<file path="config.mk">
export PLATFORM = sky130hd
export DESIGN_NAME = gtxe2_comm_qpll_lockdet
export DESIGN_NICKNAME = d
export VERILOG_FILES = /design/src/rtl/gtxe2_comm_qpll_lockdet.sv
export SDC_FILE = /design/constraint.sdc
export NUM_CORES = 1
export LEC_CHECK = 0
export ABC_AREA = 1
export ABC_CLOCK_PERIOD_IN_PS = 7900
export CAP_MARGIN = 20
export CORE_ASPECT_RATIO = 0.6
export CORE_MARGIN = 1
export CORE_UTILIZATION = 55
export DETAILED_ROUTE_END_ITERATION = 6
export GPL_TIMING_DRIVEN = 0
export PLACE_DENSITY = 0.83
export SLEW_MARGIN = 0
export SYNTH_ARGS = -nofsm -noshare
export SYNTH_HDL_FRONTEND = slang
export SYNTH_SLANG_ARGS = --single-unit
</file>
<file path="constraint.sdc">
create_clock -name QPLLLOCKDETCLK -period 7.9 [get_ports QPLLLOCKDETCLK]
set_clock_uncertainty 0.15 [all_clocks]
set_input_delay 1.185 -clock QPLLLOCKDETCLK [delete_from_list [all_inputs] [get_ports QPLLLOCKDETCLK]]
set_output_delay 1.185 -clock QPLLLOCKDETCLK [all_outputs]
set_load 0.1 [all_outputs]
</file>
<file path="src/rtl/gtxe2_comm_qpll_lockdet.sv">
// QPLL lock detector / reference-clock monitor.
// Counts synchronized refclk edges per window and sequences VCO reset and lock.
`timescale 1ns/1ps
module gtxe2_comm_qpll_lockdet #(
    parameter int WINDOW       = 256,
    parameter int EXP_EDGES    = 64,
    parameter int TOLERANCE    = 2,
    parameter int LOCK_WINDOWS = 3,
    parameter int RESET_HOLD   = 8
) (
    input  logic        QPLLLOCKDETCLK,
    input  logic        QPLLRESET_N,
    input  logic [2:0]  QPLLREFCLKSEL,
    input  logic        QPLL_MUX_CLK_OUT,
    input  logic        QPLLLOCKEN,
    input  logic        QPLLPD,
    output logic        QPLLLOCK,
    output logic        QPLLREFCLKLOST,
    output logic        VCO_RESET,
    output logic [15:0] EDGE_COUNT
);

    localparam int WW = $clog2(WINDOW);
    localparam int GW = $clog2(LOCK_WINDOWS + 1);
    localparam int HW = $clog2(RESET_HOLD + 1);
    localparam logic [WW-1:0] W_LAST = WW'(WINDOW - 1);
    localparam logic [GW-1:0] G_LOCK = GW'(LOCK_WINDOWS);
    localparam logic [HW-1:0] H_LAST = HW'(RESET_HOLD - 1);
    localparam logic [15:0]   EXP    = 16'(EXP_EDGES);
    localparam logic [15:0]   TOL    = 16'(TOLERANCE);

    typedef enum logic [1:0] {
        IDLE,
        HOLD,
        MEASURE,
        LOCKED
    } state_t;

    state_t         state;
    logic [2:0]     sel_q;
    logic           s1, s2, s3;
    logic [WW-1:0]  wcnt;
    logic [15:0]    ecnt;
    logic [GW-1:0]  gcnt;
    logic [HW-1:0]  hcnt;

    logic           edge_det;
    logic [16:0]    sum;
    logic [15:0]    fin_cnt;
    logic [15:0]    diff;
    logic           good;
    logic           win_end;
    logic [GW-1:0]  gnext;

    // the refclk is fully asynchronous to the detector clock
    always_ff @(posedge QPLLLOCKDETCLK or negedge QPLLRESET_N) begin
        if (!QPLLRESET_N) begin
            s1 <= 1'b0;
            s2 <= 1'b0;
            s3 <= 1'b0;
        end else begin
            s1 <= QPLL_MUX_CLK_OUT;
            s2 <= s1;
            s3 <= s2;
        end
    end

    always_comb begin
        edge_det = s2 & ~s3;
        sum      = {1'b0, ecnt} + 17'(edge_det);
        fin_cnt  = sum[16] ? 16'hFFFF : sum[15:0];
        diff     = (fin_cnt >= EXP) ? (fin_cnt - EXP) : (EXP - fin_cnt);
        good     = (diff <= TOL);
        win_end  = (wcnt == W_LAST);
        gnext    = gcnt + GW'(1);
    end

    always_ff @(posedge QPLLLOCKDETCLK or negedge QPLLRESET_N) begin
        if (!QPLLRESET_N) begin
            state          <= IDLE;
            sel_q          <= 3'd0;
            wcnt           <= '0;
            ecnt           <= '0;
            gcnt           <= '0;
            hcnt           <= '0;
            QPLLLOCK       <= 1'b0;
            QPLLREFCLKLOST <= 1'b0;
            VCO_RESET      <= 1'b0;
            EDGE_COUNT     <= 16'd0;
        end else if (QPLLPD || !QPLLLOCKEN) begin
            state     <= IDLE;
            sel_q     <= QPLLREFCLKSEL;
            QPLLLOCK  <= 1'b0;
            VCO_RESET <= 1'b0;
        end else if (state == IDLE || QPLLREFCLKSEL != sel_q) begin
            // (re)start: also discards any window ending this cycle
            state          <= HOLD;
            sel_q          <= QPLLREFCLKSEL;
            wcnt           <= '0;
            ecnt           <= '0;
            gcnt           <= '0;
            hcnt           <= '0;
            QPLLLOCK       <= 1'b0;
            QPLLREFCLKLOST <= 1'b0;
            VCO_RESET      <= 1'b1;
        end else begin
            unique case (state)
                HOLD: begin
                    hcnt <= hcnt + HW'(1);
                    if (hcnt == H_LAST) begin
                        state     <= MEASURE;
                        VCO_RESET <= 1'b0;
                    end
                end
                MEASURE, LOCKED: begin
                    if (win_end) begin
                        wcnt           <= '0;
                        ecnt           <= '0;
                        EDGE_COUNT     <= fin_cnt;
                        QPLLREFCLKLOST <= (fin_cnt == 16'd0);
                        if (!good) begin
                            gcnt     <= '0;
                            state    <= MEASURE;
                            QPLLLOCK <= 1'b0;
                        end else if (state == MEASURE) begin
                            gcnt <= gnext;
                            if (gnext == G_LOCK) begin
                                state    <= LOCKED;
                                QPLLLOCK <= 1'b1;
                            end
                        end
                    end else begin
                        wcnt <= wcnt + WW'(1);
                        ecnt <= fin_cnt;
                    end
                end
                default: state <= IDLE;
            endcase
        end
    end

endmodule

</file>
==> key figures, run 1 <==
STA
  • Setup TNS: 0 ps
  • Minimum clock period: 4480 ps
  • Final Max Tran Viols: 0
  • Setup Viol. Count Final: 0
  • Max-slew headroom: 32.3%
  • Final cycle utilization of the critical path: 56.7%
  • Slew @ Worst Pin: 1010 ps
  • Max Clk Rate: 223 MHz
  • RSZ-0062 raised after global routing: no
  • Final hold violations: 0

Worst setup path
  • Most frequent CP cell: nand2_1
  • Crit-path cells: inv_1 > nor2_1 > ha_1 > ha_1 > nand3_1 > nor2_2 > xor2_1 > nor2_1 > ha_1 > buf_2 > inv_1 > a21oi_2 > nand2_2 > nand2_1 > nand2_1 > nand2_1 > nand2_1 > nor2_1 > nand3_1 > nor2_4 > nand3_1 > o21ai_0 > nand2_1 > nand2_1
  • CP peak stage delay: 570 ps
  • CP Max Fanout: 10
  • CP arrival: 4610 ps
  • Required time of the critical path: 8030 ps
  • Setup slack, reg-to-reg: 3420 ps
  • Critical path class: reg2reg
  • Max stage delay cell, worst path: nor2_1
  • CP startpoint kind: register
  • CP Capture Type: register

Clock network
  • Clock Tree Buf Depth: 2
  • Total CTS buffers: 9
  • CTS tree: built
  • CTS Root Cell: clkbuf_16
  • CTS Sinks: 57
  • PostCTS Resize Cnt: 0
  • Clk Latency, worst-skew pair: 340 ps
  • # H-tree levels: 3
  • Clock slew at reported path FFs: 50 ps
  • Setup repair bufs after CTS: 0
  • Hold-fix buffers at CTS: 0

Outcome
  • Status: complete, but fails checks
  • Failing checks: design-rule violations

Cells and area
  • Multi-input gate area: 2200 sq um
  • Reg area: 1430 sq um
  • Layout cells sized above 1: 10.7%
  • Final instance area: 4710 sq um
  • N_diodes: 0
  • Area delta synth->final: 17.9%
  • Fill count: 555
  • Finished Layout Cells: 712
  • Nets@finish: 638

Route
  • WL/cell: 16.1 um
  • Final WL: 11500 um
  • Remaining antenna violation count: 0
  • Routed vias/inst: 5.81
  • Detailed Route Iter0 Violations: 532
  • Via Count: 4140
  • Residual DRC: 6
  • 1st-pass router iterations: 7

GRT
  • M1 GR Usage: 46.9%
  • GRT busiest layer: met2
  • First-pass GRT wire length: 18700 um
  • M3 GR Usage: 9.65%
  • GR Util All Layers: 32.7%
  • Congestion Overflow GR: 0
  • Largest net degree at the start of global routing: 37
  • Via count of the first global-routing pass: 3728
  • Initial antenna violation count: 0
  • Grt met2 use: 47.1%

Floorplanning
  • Die Width: 112 um
  • Core Box Area: 6850 sq um
  • FP Rows: 23
  • Ports: 27
  • Initial Util: 58.3%
  • Die Span Y: 68.0 um
  • Total die area: 7620 sq um

Logic synthesis
  • Syn Inst Count: 582
  • Largest area contributor in the netlist: dfrtp_1
  • Mean post-synth cell area: 6.86 sq um
  • Synthesized net count: 600
  • Yosys warning total: 0
  • Ys async rst share: 100%
  • #FFs+latches synth: 57
  • Area contributors post-synth: dfrtp_1, nand2_1, inv_1
  • Seq/Total Area, Yosys: 35.7%
  • Yosys cell types: 36
  • Post-synth top area share: 35.7%
  • Synth Cell Area: 4000 sq um
  • Most numerous cell in the Yosys netlist: nand2_1
  • Synth top cells by count: nand2_1, inv_1, nor2_1, dfrtp_1, nand3_1
  • Post-synth EDFFs: 0
  • Top_reg_cell synth: dfrtp_1

Placed design
  • Dpl cells: 696
  • Post-DP HPWL: 8730 um
  • GP Congestion: 0.923
  • Placed cell area: 4380 sq um
  • Port buffer count: 26

Power and ir drop
  • P_int: 621 uW
  • Sw Share: 25.0%
  • Leakage: 0.00243 uW
  • Overall power: 828 uW
  • Sw Pwr: 207 uW
  • Power Dens Cells: 176 nW/um^2
  • Clock share of power: 51.8%
  • Power share of the sequential group: 36.4%
  • Combinational Power Share: 11.8%
  • Peak VDD IR: 0.103 mV

Worst hold path
  • Worst min path class: reg2reg

Job
  • Max_cap viols: 0
-- worst max-delay path, delay by kind of cell (launching register included) --
| kind | cells | cell delay, ps |
|---|---|---|
| adders and majority gates | 3 | 810 |
| buffers and inverters | 3 | 370 |
| xor gates and xnor gates | 1 | 150 |
| AOI/OAI and AO/OA | 2 | 310 |
| and+or+nand+nor | 15 | 2280 |
| DFF | 1 | 340 |
-- per-layer routing --
layer,routed length [um],share of wire (%)
met5,0,0
met1,5260,46
met3,1470,13
met4,146,1.3
met2,4620,40
-- state kept, by name, summed over array words and instances (netlist names) --
register,count
hcnt,4
QPLLREFCLKLOST,1
gcnt,2
EDGE_COUNT,16
VCO_RESET,1
s2,1
state,2
wcnt,8
ecnt,16
s1,1
QPLLLOCK,1
s3,1
sel_q,3
-- logic make-up after synthesis --
family | synth area share (%)
adder cells (fa/ha/maj) | 3.13
buffers and inverters | 9.27
AO/OA/AOI/OAI | 8.71
AND/OR/NAND/NOR | 40.1
flip-flops | 35.7
XOR/XNOR | 3.07
-- worst paths after layout --
check / to / depth (start not counted) / start
max: QPLLLOCK / 24 / s2
min: s2 / 0 / s1
max reg2reg: QPLLLOCK / 24 / s2
min reg2reg: s2 / 0 / s1
max in group asynchronous: sel_q[1] / 2 / QPLLRESET_N
min in group asynchronous: EDGE_COUNT[11] / 1 / QPLLRESET_N
-- metrics by stage --
| step | hold slack (ps) | utilization (%) | setup WS [ps] |
|---|---|---|---|
| after floorplan | 181 | - | 4490 |
| after global placement | 199 | 63.7 | 3700 |
| after detailed placement | 190 | 63.9 | 3580 |
| after CTS | 205 | 68.8 | 3540 |
| after global routing | 216 | 68.8 | 3030 |
| final | 205 | 68.8 | 3420 |
-- area by class of cell --
class,instances,share of cell area (%)
inverter,82,6.64
clock inverter,5,1.65
sequential,57,30.3
multi-input combinational,431,46.7
timing repair buffer,27,5.84
buffer,12,1.22
tap,87,2.31
clock buffer,11,5.37
-- power by group through the flow --
stage,Clock (uW),Combinational (uW),Sequential (uW)
after detailed placement,0,92.9,306
after global routing,448,107,302
after floorplan,0,62.0,308
after CTS,436,93.7,301
after global placement,0,88.2,306
final,429,97.4,302
-- cell usage in the layout (no fill, tap or decap), types with 5 or more instances in the layout --
master           count
xor2_1              14
o21ai_0             30
clkbuf_1             9
ha_1                10
nand3_2              5
dfrtp_1             57
nand2_2             10
nand4_1             17
a21oi_1              8
inv_1               72
nand3_1             40
clkdlybuf4s50_1     25
nor2_4               7
nor2_2               8
o22ai_1             12
clkbuf_16            9
nand2_1            178
inv_2                7
nor2_1              65
nor3_1               8
No activity file was read; power rests on OpenSTA's default activity.
==> run 2, diff against run 1 <==
--- a/config.mk
+++ b/config.mk
@@ -6,14 +6,14 @@
 export NUM_CORES = 1
 export LEC_CHECK = 0
 export ABC_AREA = 1
-export ABC_CLOCK_PERIOD_IN_PS = 7900
+export ABC_CLOCK_PERIOD_IN_PS = 3600
 export CAP_MARGIN = 20
 export CORE_ASPECT_RATIO = 0.6
 export CORE_MARGIN = 1
-export CORE_UTILIZATION = 55
+export CORE_UTILIZATION = 54
 export DETAILED_ROUTE_END_ITERATION = 6
 export GPL_TIMING_DRIVEN = 0
-export PLACE_DENSITY = 0.83
+export PLACE_DENSITY = 0.85
 export SLEW_MARGIN = 0
 export SYNTH_ARGS = -nofsm -noshare
 export SYNTH_HDL_FRONTEND = slang
==> constraint.sdc (replaced) <==
create_clock -name QPLLLOCKDETCLK -period 3.6 [get_ports QPLLLOCKDETCLK]
set_clock_uncertainty 0.15 [all_clocks]
set_input_delay 0.54 -clock QPLLLOCKDETCLK [delete_from_list [all_inputs] [get_ports QPLLLOCKDETCLK]]
set_output_delay 0.54 -clock QPLLLOCKDETCLK [all_outputs]
set_load 0.1 [all_outputs]
==> run 2 against run 1 <==
Effect of this change:
- the run now ends clean
- sequential power grew 120%
- power grew 120%
- register-to-register slack lost 3400 ps
- first-iteration DRC count grew 11%
- utilization grew 4.8 points
- critical path depth shrank 3
- wire length grew 5.2%
- sequential share of layout area shrank 2.2 points
- flip-flop and latch count is the same
- combinational power grew to 3.1 times the previous value
- worst setup slack lost 3400 ps
- critical path type unchanged
==> key figures, run 2 (synthesis results as in run 1) <==
Route
  • Detailed Route Iter0 Violations: 591
  • Residual DRC: 0
  • Final WL: 12100 um
  • 1st-pass router iterations: 6
  • Remaining antenna violation count: 0
  • Routed vias/inst: 5.81
  • Via Count: 4264
  • WL/cell: 16.5 um

Worst hold path
  • Worst min path class: in2async

Clock network
  • Clock Tree Buf Depth: 2
  • CTS tree: built
  • Hold-fix buffers at CTS: 0
  • Clk Latency, worst-skew pair: 340 ps
  • # H-tree levels: 3
  • CTS Sinks: 57
  • Total CTS buffers: 9
  • Clock slew at reported path FFs: 50 ps
  • CTS Root Cell: clkbuf_16

Floorplanning
  • Total die area: 7760 sq um
  • Die Width: 113 um
  • Core Box Area: 6910 sq um
  • Die Span Y: 68.6 um
  • FP Rows: 23
  • Ports: 27
  • Initial Util: 57.8%

STA
  • Slew @ Worst Pin: 1050 ps
  • Final cycle utilization of the critical path: 99.2%
  • RSZ-0062 raised after global routing: yes
  • Final hold violations: 0
  • Max-slew headroom: 30.1%
  • Max Clk Rate: 280 MHz
  • Minimum clock period: 3570 ps
  • Setup Viol. Count Final: 0
  • Final Max Tran Viols: 0

Power and ir drop
  • Sw Pwr: 485 uW
  • P_int: 1380 uW
  • Clock share of power: 48.3%
  • Combinational Power Share: 16.0%
  • Power share of the sequential group: 35.7%
  • Leakage: 0.00258 uW
  • Overall power: 1860 uW
  • Peak VDD IR: 0.356 mV
  • Power Dens Cells: 366 nW/um^2
  • Sw Share: 26.1%

Cells and area
  • Most common cell after layout, fill and taps aside: nand2_1
  • Layout cells sized above 1: 18.9%
  • N_diodes: 0
  • Final instance area: 5080 sq um
  • Multi-input gate area: 2400 sq um
  • Leading registers by flop count: EDGE_COUNT: 16 flops, ecnt: 16 flops, wcnt: 8 flops
  • Reg area: 1430 sq um
  • Commonest cells after routing, fill and taps aside: nand2_1, inv_1, dfrtp_1
  • Area delta synth->final: 27.2%
  • Fill count: 482
  • Nets@finish: 660

GRT
  • GR Util All Layers: 31.6%
  • Congestion Overflow GR: 0
  • Largest net degree at the start of global routing: 31
  • First-pass GRT wire length: 18200 um
  • Via count of the first global-routing pass: 3605
  • Initial antenna violation count: 0

Placed design
  • Placed cell area: 4380 sq um
  • GP Congestion: 0.921
  • Post-DP HPWL: 8350 um
  • Port buffer count: 26

Worst setup path
  • Critical path class: reg2reg
  • CP Max Fanout: 6
  • Required time of the critical path: 3680 ps
  • CP startpoint kind: register
  • CP Capture Type: register
  • CP arrival: 3650 ps

Outcome
  • Status: finished, final reports clean

Job
  • Max_cap viols: 0
## run 2: cell count changes in the layout (fill, tap and decap cells not counted), sizes merged
cell / change
clkinv: +1
buf: +22
clkbuf: -1
## run 2: cell type report
| type | instances | share of cell area (%) |
|---|---|---|
| sequential | 57 | 28.1 |
| inverter | 82 | 6.21 |
| timing repair buffer | 49 | 8.99 |
| clock buffer | 10 | 4.51 |
| clock inverter | 6 | 1.63 |
| multi-input combinational | 431 | 47.3 |
| buffer | 12 | 1.13 |
| tap | 87 | 2.14 |
## run 2: path summary, 6_finish.rpt
kind | start | end | slack, ps | cells after the start
max | s2 | state[0] | 30 | 21
max reg2reg | s2 | state[0] | 30 | 21
min reg2reg | s1 | s2 | 210 | 0
min | QPLLRESET_N | EDGE_COUNT[14] | 100 | 1
min in group QPLLLOCKDETCLK | s1 | s2 | 210 | 0
max in group asynchronous | QPLLRESET_N | ecnt[4] | 2600 | 2
## run 2: worst max-delay path, cell delays in order (launching register included)
cell and delay [ps]:
dfrtp_1 340, inv_1 50, nor2_2 140, ha_4 170
buf_4 120, nand3_1 170, o21ai_1 180, nand2_1 140
nor2_2 360, nand3_2 210, nand2_1 170, nand2_1 90
nor2_1 190, nand2_2 100, nand2_2 90, nand3_1 70
nor2_1 140, nand3_2 110, nor2_4 160, nand4_1 120
nand3_1 120, nand2_1 50
## run 2: timing repair
item / CTS / global route
cloned: 0 / 0
pin swaps: 5 / 20
setup buffers: 5 / 17
endpoints found under the setup margin: 4 / 4
gates resized for setup: 18 / 38
## run 2: metrics by stage
step | TNS, ps | hold WS (ps) | util [%] | std cells | setup slack [ps]
floorplan | 0 | 94.4 | - | 582 | 190
global placement | -1780 | 192 | 63.2 | 695 | -467
detailed placement | -2020 | 204 | 63.4 | 696 | -523
CTS | 0 | 118 | 69.4 | 717 | 9.79
global route | -434 | 144 | 73.6 | 734 | -144
finish | 0 | 97.0 | 73.6 | 734 | 27.0
## run 2: power groups by stage
stage / Clock, uW / Combinational [uW] / Sequential [uW]
2_1_floorplan: 0 / 136 / 677
4_1_cts: 907 / 216 / 661
5_1_grt: 936 / 326 / 664
3_3_place_gp: 0 / 194 / 671
6_report: 900 / 298 / 664
3_5_place_dp: 0 / 203 / 672
## run 2: routing by layer
layer	up-vias	track usage, %	share of wire (%)
met5	-	0	0
met4	0	12.5	2.7
met3	43	9.88	12
met2	293	45.4	42
met1	1956	44.3	44
li1	1972	-	-
==> run 3, diff against run 2 <==
--- a/config.mk
+++ b/config.mk
@@ -11,6 +11,7 @@
 export CORE_ASPECT_RATIO = 0.6
 export CORE_MARGIN = 1
 export CORE_UTILIZATION = 54
+export CTS_CLUSTER_DIAMETER = 100
 export DETAILED_ROUTE_END_ITERATION = 6
 export GPL_TIMING_DRIVEN = 0
 export PLACE_DENSITY = 0.85
==> constraint.sdc (replaced) <==
create_clock -name QPLLLOCKDETCLK -period 3.6 [get_ports QPLLLOCKDETCLK]
set_clock_uncertainty 0.15 [all_clocks]
set_input_delay 0.54 -clock QPLLLOCKDETCLK [delete_from_list [all_inputs] [get_ports QPLLLOCKDETCLK]]
set_output_delay 0.54 -clock QPLLLOCKDETCLK [all_outputs]
set_load 0.01 [all_outputs]
==> results of run 3 <==
The final DEF is identical to that of run 2. Status: finished, final reports clean.
Main changes from that run: total power 1860 uW -> 1850 uW
